File: config.mk
export PLATFORM = sky130hd
export DESIGN_NAME = led_dimmer_ctrl
export DESIGN_NICKNAME = d
export VERILOG_FILES = /design/src/rtl/led_dimmer_ctrl.sv
export SDC_FILE = /design/constraint.sdc
export NUM_CORES = 1
export LEC_CHECK = 0
export ABC_AREA = 1
export CAP_MARGIN = 5
export CORE_MARGIN = 2
export CORE_UTILIZATION = 60
export CTS_CLUSTER_DIAMETER = 30
export DETAILED_ROUTE_END_ITERATION = 8
export PLACE_DENSITY_LB_ADDON = 0.08
export SYNTH_ARGS = -nofsm -noshare
export SYNTH_HDL_FRONTEND = slang
export SYNTH_SLANG_ARGS = --single-unit
export TNS_END_PERCENT = 100
File: constraint.sdc
create_clock -name i_clk -period 1.7 [get_ports i_clk]
set_clock_uncertainty 0.1 [all_clocks]
set_input_delay 0.425 -clock i_clk [delete_from_list [all_inputs] [get_ports i_clk]]
set_output_delay 0.425 -clock i_clk [all_outputs]
set_load 0.05 [all_outputs]
File: src/rtl/led_dimmer_ctrl.sv
`default_nettype none
// ============================================================================
// Module      : led_dimmer_ctrl
// Description : Two-button LED brightness controller. Raw up/down buttons are
//               synchronised and debounced, drive a saturating level register,
//               and the level is rendered as a registered PWM waveform.
//               Optional hold-to-repeat is enabled by defining AUTO_REPEAT_EN.
// Revision    : 1.0 - initial release
// ============================================================================
module led_dimmer_ctrl #(
    parameter int LEVELS          = 4,
    parameter int DEBOUNCE_CYCLES = 100000,
    parameter int PWM_BITS        = 8,
    parameter int REPEAT_DELAY    = 50000000,
    parameter int REPEAT_CYCLES   = 10000000
) (
    input  logic                      i_clk,
    input  logic                      i_reset,
    input  logic [1:0]                i_button,
    output logic [$clog2(LEVELS)-1:0] o_level,
    output logic                      o_light,
    output logic [1:0]                o_press
);

    // ------------------------------------------------------------------------
    // Derived constants
    // ------------------------------------------------------------------------
    localparam int                LVL_W   = $clog2(LEVELS);
    localparam int                CNT_W   = $clog2(DEBOUNCE_CYCLES + 1);
    localparam int                PROD_W  = PWM_BITS + LVL_W;
    localparam logic [LVL_W-1:0]  LVL_TOP = LVL_W'(LEVELS - 1);
    localparam logic [CNT_W-1:0]  DB_MAX  = CNT_W'(DEBOUNCE_CYCLES);
    localparam logic [PROD_W-1:0] DUTY_DIV = PROD_W'(LEVELS - 1);

    // Reject parameter sets the datapath cannot represent.
    generate
        if (LEVELS < 2 || DEBOUNCE_CYCLES < 1 || PWM_BITS < 1 ||
            REPEAT_DELAY < 1 || REPEAT_CYCLES < 1) begin : g_param_check
            $error("led_dimmer_ctrl: illegal parameter value");
        end
    endgenerate

    // ------------------------------------------------------------------------
    // Per-button synchroniser, debouncer and rising-edge detector
    // ------------------------------------------------------------------------
    logic [1:0] w_step;    // one-cycle pulse on each debounced rising edge
`ifdef AUTO_REPEAT_EN
    logic [1:0] w_db;      // debounced level of each button
`endif

    generate
        for (genvar g = 0; g < 2; g++) begin : g_btn
            logic             sync1_q;
            logic             sync2_q;
            logic             db_q;
            logic             db_prev_q;
            logic [CNT_W-1:0] db_cnt_q;
            logic             w_mismatch;

            assign w_mismatch = (sync2_q != db_q);

            // Two-flop synchroniser, then flip db only after DEBOUNCE_CYCLES
            // consecutive mismatching cycles; any agreement restarts the count.
            always_ff @(posedge i_clk) begin
                if (i_reset) begin
                    sync1_q   <= 1'b0;
                    sync2_q   <= 1'b0;
                    db_q      <= 1'b0;
                    db_prev_q <= 1'b0;
                    db_cnt_q  <= '0;
                end else begin
                    sync1_q   <= i_button[g];
                    sync2_q   <= sync1_q;
                    db_prev_q <= db_q;
                    if (!w_mismatch) begin
                        db_cnt_q <= '0;
                    end else if (db_cnt_q == DB_MAX) begin
                        db_q     <= sync2_q;
                        db_cnt_q <= '0;
                    end else begin
                        db_cnt_q <= db_cnt_q + 1'b1;
                    end
                end
            end

            // Only a press (rising edge) is an event; releases are silent.
            assign w_step[g] = db_q & ~db_prev_q;
`ifdef AUTO_REPEAT_EN
            assign w_db[g]   = db_q;
`endif
        end
    endgenerate

    // ------------------------------------------------------------------------
    // Step event source: plain presses, optionally merged with auto-repeats
    // ------------------------------------------------------------------------
    logic [1:0] w_event;

`ifdef AUTO_REPEAT_EN
    localparam int RPT_MAX = (REPEAT_DELAY > REPEAT_CYCLES) ? REPEAT_DELAY : REPEAT_CYCLES;
    localparam int RPT_W   = $clog2(RPT_MAX + 1);
    localparam logic [RPT_W-1:0] RPT_DLY = RPT_W'(REPEAT_DELAY);
    localparam logic [RPT_W-1:0] RPT_PER = RPT_W'(REPEAT_CYCLES);
    localparam logic [RPT_W-1:0] RPT_ONE = RPT_W'(1);

    typedef enum logic [1:0] {
        RPT_IDLE  = 2'd0,
        RPT_DELAY = 2'd1,
        RPT_RUN   = 2'd2
    } rpt_state_t;

    rpt_state_t       rpt_state_q;
    rpt_state_t       rpt_state_d;
    logic [RPT_W-1:0] rpt_cnt_q;
    logic [RPT_W-1:0] rpt_cnt_d;
    logic [1:0]       w_rpt;
    logic             w_one_held;

    assign w_one_held = w_db[0] ^ w_db[1];

    // Repeat state and cycle counter registers.
    always_ff @(posedge i_clk) begin
        if (i_reset) begin
            rpt_state_q <= RPT_IDLE;
            rpt_cnt_q   <= '0;
        end else begin
            rpt_state_q <= rpt_state_d;
            rpt_cnt_q   <= rpt_cnt_d;
        end
    end

    // The counter holds the number of cycles since the last step of the
    // single held button; a repeat fires when it reaches the current interval.
    always_comb begin
        rpt_state_d = rpt_state_q;
        rpt_cnt_d   = rpt_cnt_q;
        w_rpt       = 2'b00;
        if (!w_one_held) begin
            // Nothing or both held: park and restart on the next single hold.
            rpt_state_d = RPT_IDLE;
            rpt_cnt_d   = '0;
        end else if (rpt_state_q == RPT_IDLE || w_step != 2'b00) begin
            rpt_state_d = RPT_DELAY;
            rpt_cnt_d   = RPT_ONE;
        end else begin
            case (rpt_state_q)
                RPT_DELAY: begin
                    if (rpt_cnt_q == RPT_DLY) begin
                        w_rpt       = w_db;
                        rpt_state_d = RPT_RUN;
                        rpt_cnt_d   = RPT_ONE;
                    end else begin
                        rpt_cnt_d = rpt_cnt_q + 1'b1;
                    end
                end
                RPT_RUN: begin
                    if (rpt_cnt_q == RPT_PER) begin
                        w_rpt     = w_db;
                        rpt_cnt_d = RPT_ONE;
                    end else begin
                        rpt_cnt_d = rpt_cnt_q + 1'b1;
                    end
                end
                default: begin
                    rpt_state_d = RPT_IDLE;
                    rpt_cnt_d   = '0;
                end
            endcase
        end
    end

    assign w_event = w_step | w_rpt;
`else
    assign w_event = w_step;
`endif

    // ------------------------------------------------------------------------
    // Saturating level register and step pulse output
    // ------------------------------------------------------------------------
    logic [LVL_W-1:0] level_q;
    logic [LVL_W-1:0] level_d;
    logic [1:0]       press_q;
    logic [1:0]       press_d;

    // Opposing simultaneous events cancel; saturated steps still report.
    always_comb begin
        press_d = w_event;
        if (w_event == 2'b11) begin
            press_d = 2'b00;
        end
        level_d = level_q;
        if (press_d[0] && level_q != LVL_TOP) begin
            level_d = level_q + 1'b1;
        end else if (press_d[1] && level_q != '0) begin
            level_d = level_q - 1'b1;
        end
    end

    // Level and press pulse registers.
    always_ff @(posedge i_clk) begin
        if (i_reset) begin
            level_q <= '0;
            press_q <= 2'b00;
        end else begin
            level_q <= level_d;
            press_q <= press_d;
        end
    end

    // ------------------------------------------------------------------------
    // PWM renderer
    // ------------------------------------------------------------------------
    logic [PWM_BITS-1:0] pwm_cnt_q;
    logic [PROD_W-1:0]   w_duty;
    logic                light_q;
    logic                light_d;

    // duty = level * 2^PWM_BITS / (LEVELS-1); the divisor is a constant.
    assign w_duty  = {level_q, {PWM_BITS{1'b0}}} / DUTY_DIV;

    // Full brightness bypasses the compare so the top level never blinks.
    assign light_d = (level_q == LVL_TOP) || ({{LVL_W{1'b0}}, pwm_cnt_q} < w_duty);

    // Free-running PWM counter and registered LED drive.
    always_ff @(posedge i_clk) begin
        if (i_reset) begin
            pwm_cnt_q <= '0;
            light_q   <= 1'b0;
        end else begin
            pwm_cnt_q <= pwm_cnt_q + 1'b1;
            light_q   <= light_d;
        end
    end

    assign o_level = level_q;
    assign o_light = light_q;
    assign o_press = press_q;

endmodule
`default_nettype wire

==> results.cfg <==
[cells_and_area]
stdcell_count = 460
final_area_um2 = 3035
nNetsFinal = 420
syn_to_final_growth_pct = 9.873
seq_area_um2 = 1107
drive_gt1_share_pct = 11.03
diodes = 0
fill_cells = 373
multi_input_area_um2 = 1411

[pwr]
p_int_mw = 1.625
peakVddDrop_mv = 0.4161
power_switching_uw = 430.8
p_leak_nw = 1.090
power_frac_comb_pct = 3.8
power_frac_seq_pct = 63.8
p_per_area_nw_per_um2 = 677.2
swShare_pct = 20.96
clock_power_share_pct = 32.4

[routing]
drtAntennaViolNets = 0
firstDrtPassIters = 4
drtIter0Drc = 122
vias = 2344
routed_wl_mm = 4.651
detail_route.wl_per_cell_um = 10.11
drc_errors = 0
vias_per_cell = 5.096

[place]
dp.cells = 452
port-buffer-count = 8
gp_congestion = 0.8649
dp_hpwl_mm = 3.686
post_dp_cell_area_um2 = 2950

[synthesis]
synth.distinct_cells = 31
synth_edf_count = 0
synth_seq_cells = 55
async_flop_share_pct = 0
syn-num-nets = 407
avgSynthCellArea_um2 = 7.012
yosysWarnings = 0
synth_top_area_share_pct = 39.86
synth_flop_cell = dfxtp_1
synthesis.area_um2 = 2763
netlist_instances = 394
synth_seq_area_share_pct = 39.86
synth_largest_area_cell = dfxtp_1
yosys-top-cells-area = dfxtp_1, nand2_1, nor2_1

[clock_tree]
cts_setup_buffers = 0
htreeDepth = 2
clk_path_buf_depth = 2
cts_made_buffers = 5
cts_hold_buf = 0
cts_repair_resize_count = 0
path_clk_slew_ns = 0.08
insertion_delay_ns = 0.30
cts_tree = yes
root_buffer = clkbuf_8
cts.sinks = 55

[critical_path]
crit_fanout = 5
path_cells = ha_1, nand3_2, nor2_4, nand2_4, nor2_4, nand3_1, nand2_1, a21oi_1
cp.arrival_ns = 1.62
path_class = reg -> reg
crit_top_cell = nor2_4
crit_path_max_incr_delay_ns = 0.42
worst-endpoint-required_ns = 1.79
startpoint_type = flop
worstSetupEndpointType = flop
crit_slowest_cell = dfxtp_1

[global_routing]
antenna_found_initial = 0
grt_use_total_pct = 20.82
overflow = 0
grt_pass1_vias = 2186
grt_pass1_wl_mm = 8.721
grt_max_degree = 18

[sta]
slew_headroom_pct = 76.46
slew_viol_final = 0
tightest_slew_ns = 0.3503
hold_violations = 0
fin_crit_ns = 1.533
finalCritPeriodShare_pct = 90.15
rsz0062_at_grt = no
fin_setup_tns_ns = 0
setup_viol = 0
max_freq_mhz = 652.5

[die]
start_util_pct = 63.01
core_um2 = 4384
dieWidth_um = 71.86
die_h_um = 71.86
rows = 24
ioPinCount = 9
die-area_um2 = 5163

[flow_run]
cap_violations = 0

[run_status]
status = finished clean

[hold_path]
min_path_type = reg -> reg
[kinds of logic after synthesis]
group / after synthesis / synth area share [%]
flops: 55 / 39.86
fa+ha+maj: 9 / 4.076
buf+inv: 63 / 9.058
xor+xnor: 8 / 2.536
compound gates: 34 / 6.386
simple gates: 225 / 38.09
[worst paths after layout]
path / to / slack [ns] / cells past startpoint / from
max reg2reg: g_btn[0].db_cnt_q[16]$_SDFF_PP0_ / 0.17 / 8 / g_btn[0].db_cnt_q[0]$_SDFF_PP0_
min reg2reg: g_btn[0].sync2_q$_SDFF_PP0_ / 0.31 / 2 / g_btn[0].sync1_q$_SDFF_PP0_
min: g_btn[0].sync2_q$_SDFF_PP0_ / 0.31 / 2 / g_btn[0].sync1_q$_SDFF_PP0_
max: g_btn[0].db_cnt_q[16]$_SDFF_PP0_ / 0.17 / 8 / g_btn[0].db_cnt_q[0]$_SDFF_PP0_
[through the flow]
stage	setup slack, ns	utilization, %	power [mW]	hold WS, ns
floorplan	0.001597	-	1.393	0.2883
global placement	-0.07381	67.29	1.421	0.2995
detailed placement	-0.08911	67.29	1.422	0.2996
CTS	0.1629	69.15	2.093	0.3141
global route	0.006811	69.24	2.158	0.3467
finish	0.1675	69.24	2.056	0.3108
[state kept, by name (all words and copies together) (netlist names), 2 cells and up]
name	cells
g_btn.db_cnt_q	34
pwm_cnt_q	8
g_btn.db_prev_q	2
g_btn.db_q	2
g_btn.sync1_q	2
g_btn.sync2_q	2
o_level	2
o_press	2
[synth_stat cells, types with 2 or more instances]
| master | n |
|---|---|
| nand2_1 | 77 |
| nor2_1 | 69 |
| dfxtp_1 | 55 |
| inv_1 | 50 |
| nand3_1 | 27 |
| a21oi_1 | 25 |
| nand4_1 | 14 |
| nor3_1 | 13 |
| ha_1 | 9 |
| inv_2 | 8 |
| nand2_2 | 5 |
| o21ai_0 | 5 |
| xnor2_1 | 4 |
| xor2_1 | 4 |
| nor2_2 | 3 |
| nor2_4 | 3 |
| or2_0 | 3 |
| buf_2 | 2 |
| nand2_4 | 2 |
| nand3_2 | 2 |
| nand3b_1 | 2 |
| nor3_2 | 2 |
| o21ai_1 | 2 |
[metal layers]
metal  vias to the layer above  wire length, um  global-route usage (%)
met1                      1029             2291                   25.82
met2                        28             2130                   35.29
met5                         -                0                       0
met3                        12              111                   4.501
met4                         0              117                   8.176
li1                       1275                -                       -
[power by group through the flow]
stage,clock [mW],sequential (mW),combinational [mW]
CTS,0.700,1.31,0.0801
global route,0.754,1.31,0.0907
floorplan,0,1.35,0.0461
finish,0.667,1.31,0.0782
global placement,0,1.34,0.0786
detailed placement,0,1.34,0.0798
[layout by cell type (no fill, tap or decap), types with 8 or more instances in the layout]
| master | count |
|---|---|
| nand2_1 | 77 |
| nor2_1 | 69 |
| dfxtp_1 | 52 |
| inv_1 | 50 |
| nand3_1 | 27 |
| a21oi_1 | 25 |
| nand4_1 | 14 |
| nor3_1 | 13 |
| ha_1 | 9 |
| inv_2 | 8 |
[worst max-delay path: cells and delay by family, from the launching register on]
family          cells  cell delay (ns)
simple gates        6             0.63
flops               1             0.42
fa+ha+maj           1             0.23
compound gates      1             0.05
[area by class of cell]
cell class	instances	share of cell area [%]
Sequential cell	55	36.48
Inverter	58	7.172
Tap cell	52	2.143
Clock inverter	1	0.1649
Clock buffer	7	2.514
Timing Repair Buffer	11	5.029
Multi-Input combinational cell	276	46.50
Power figures use the tool's default switching activity.
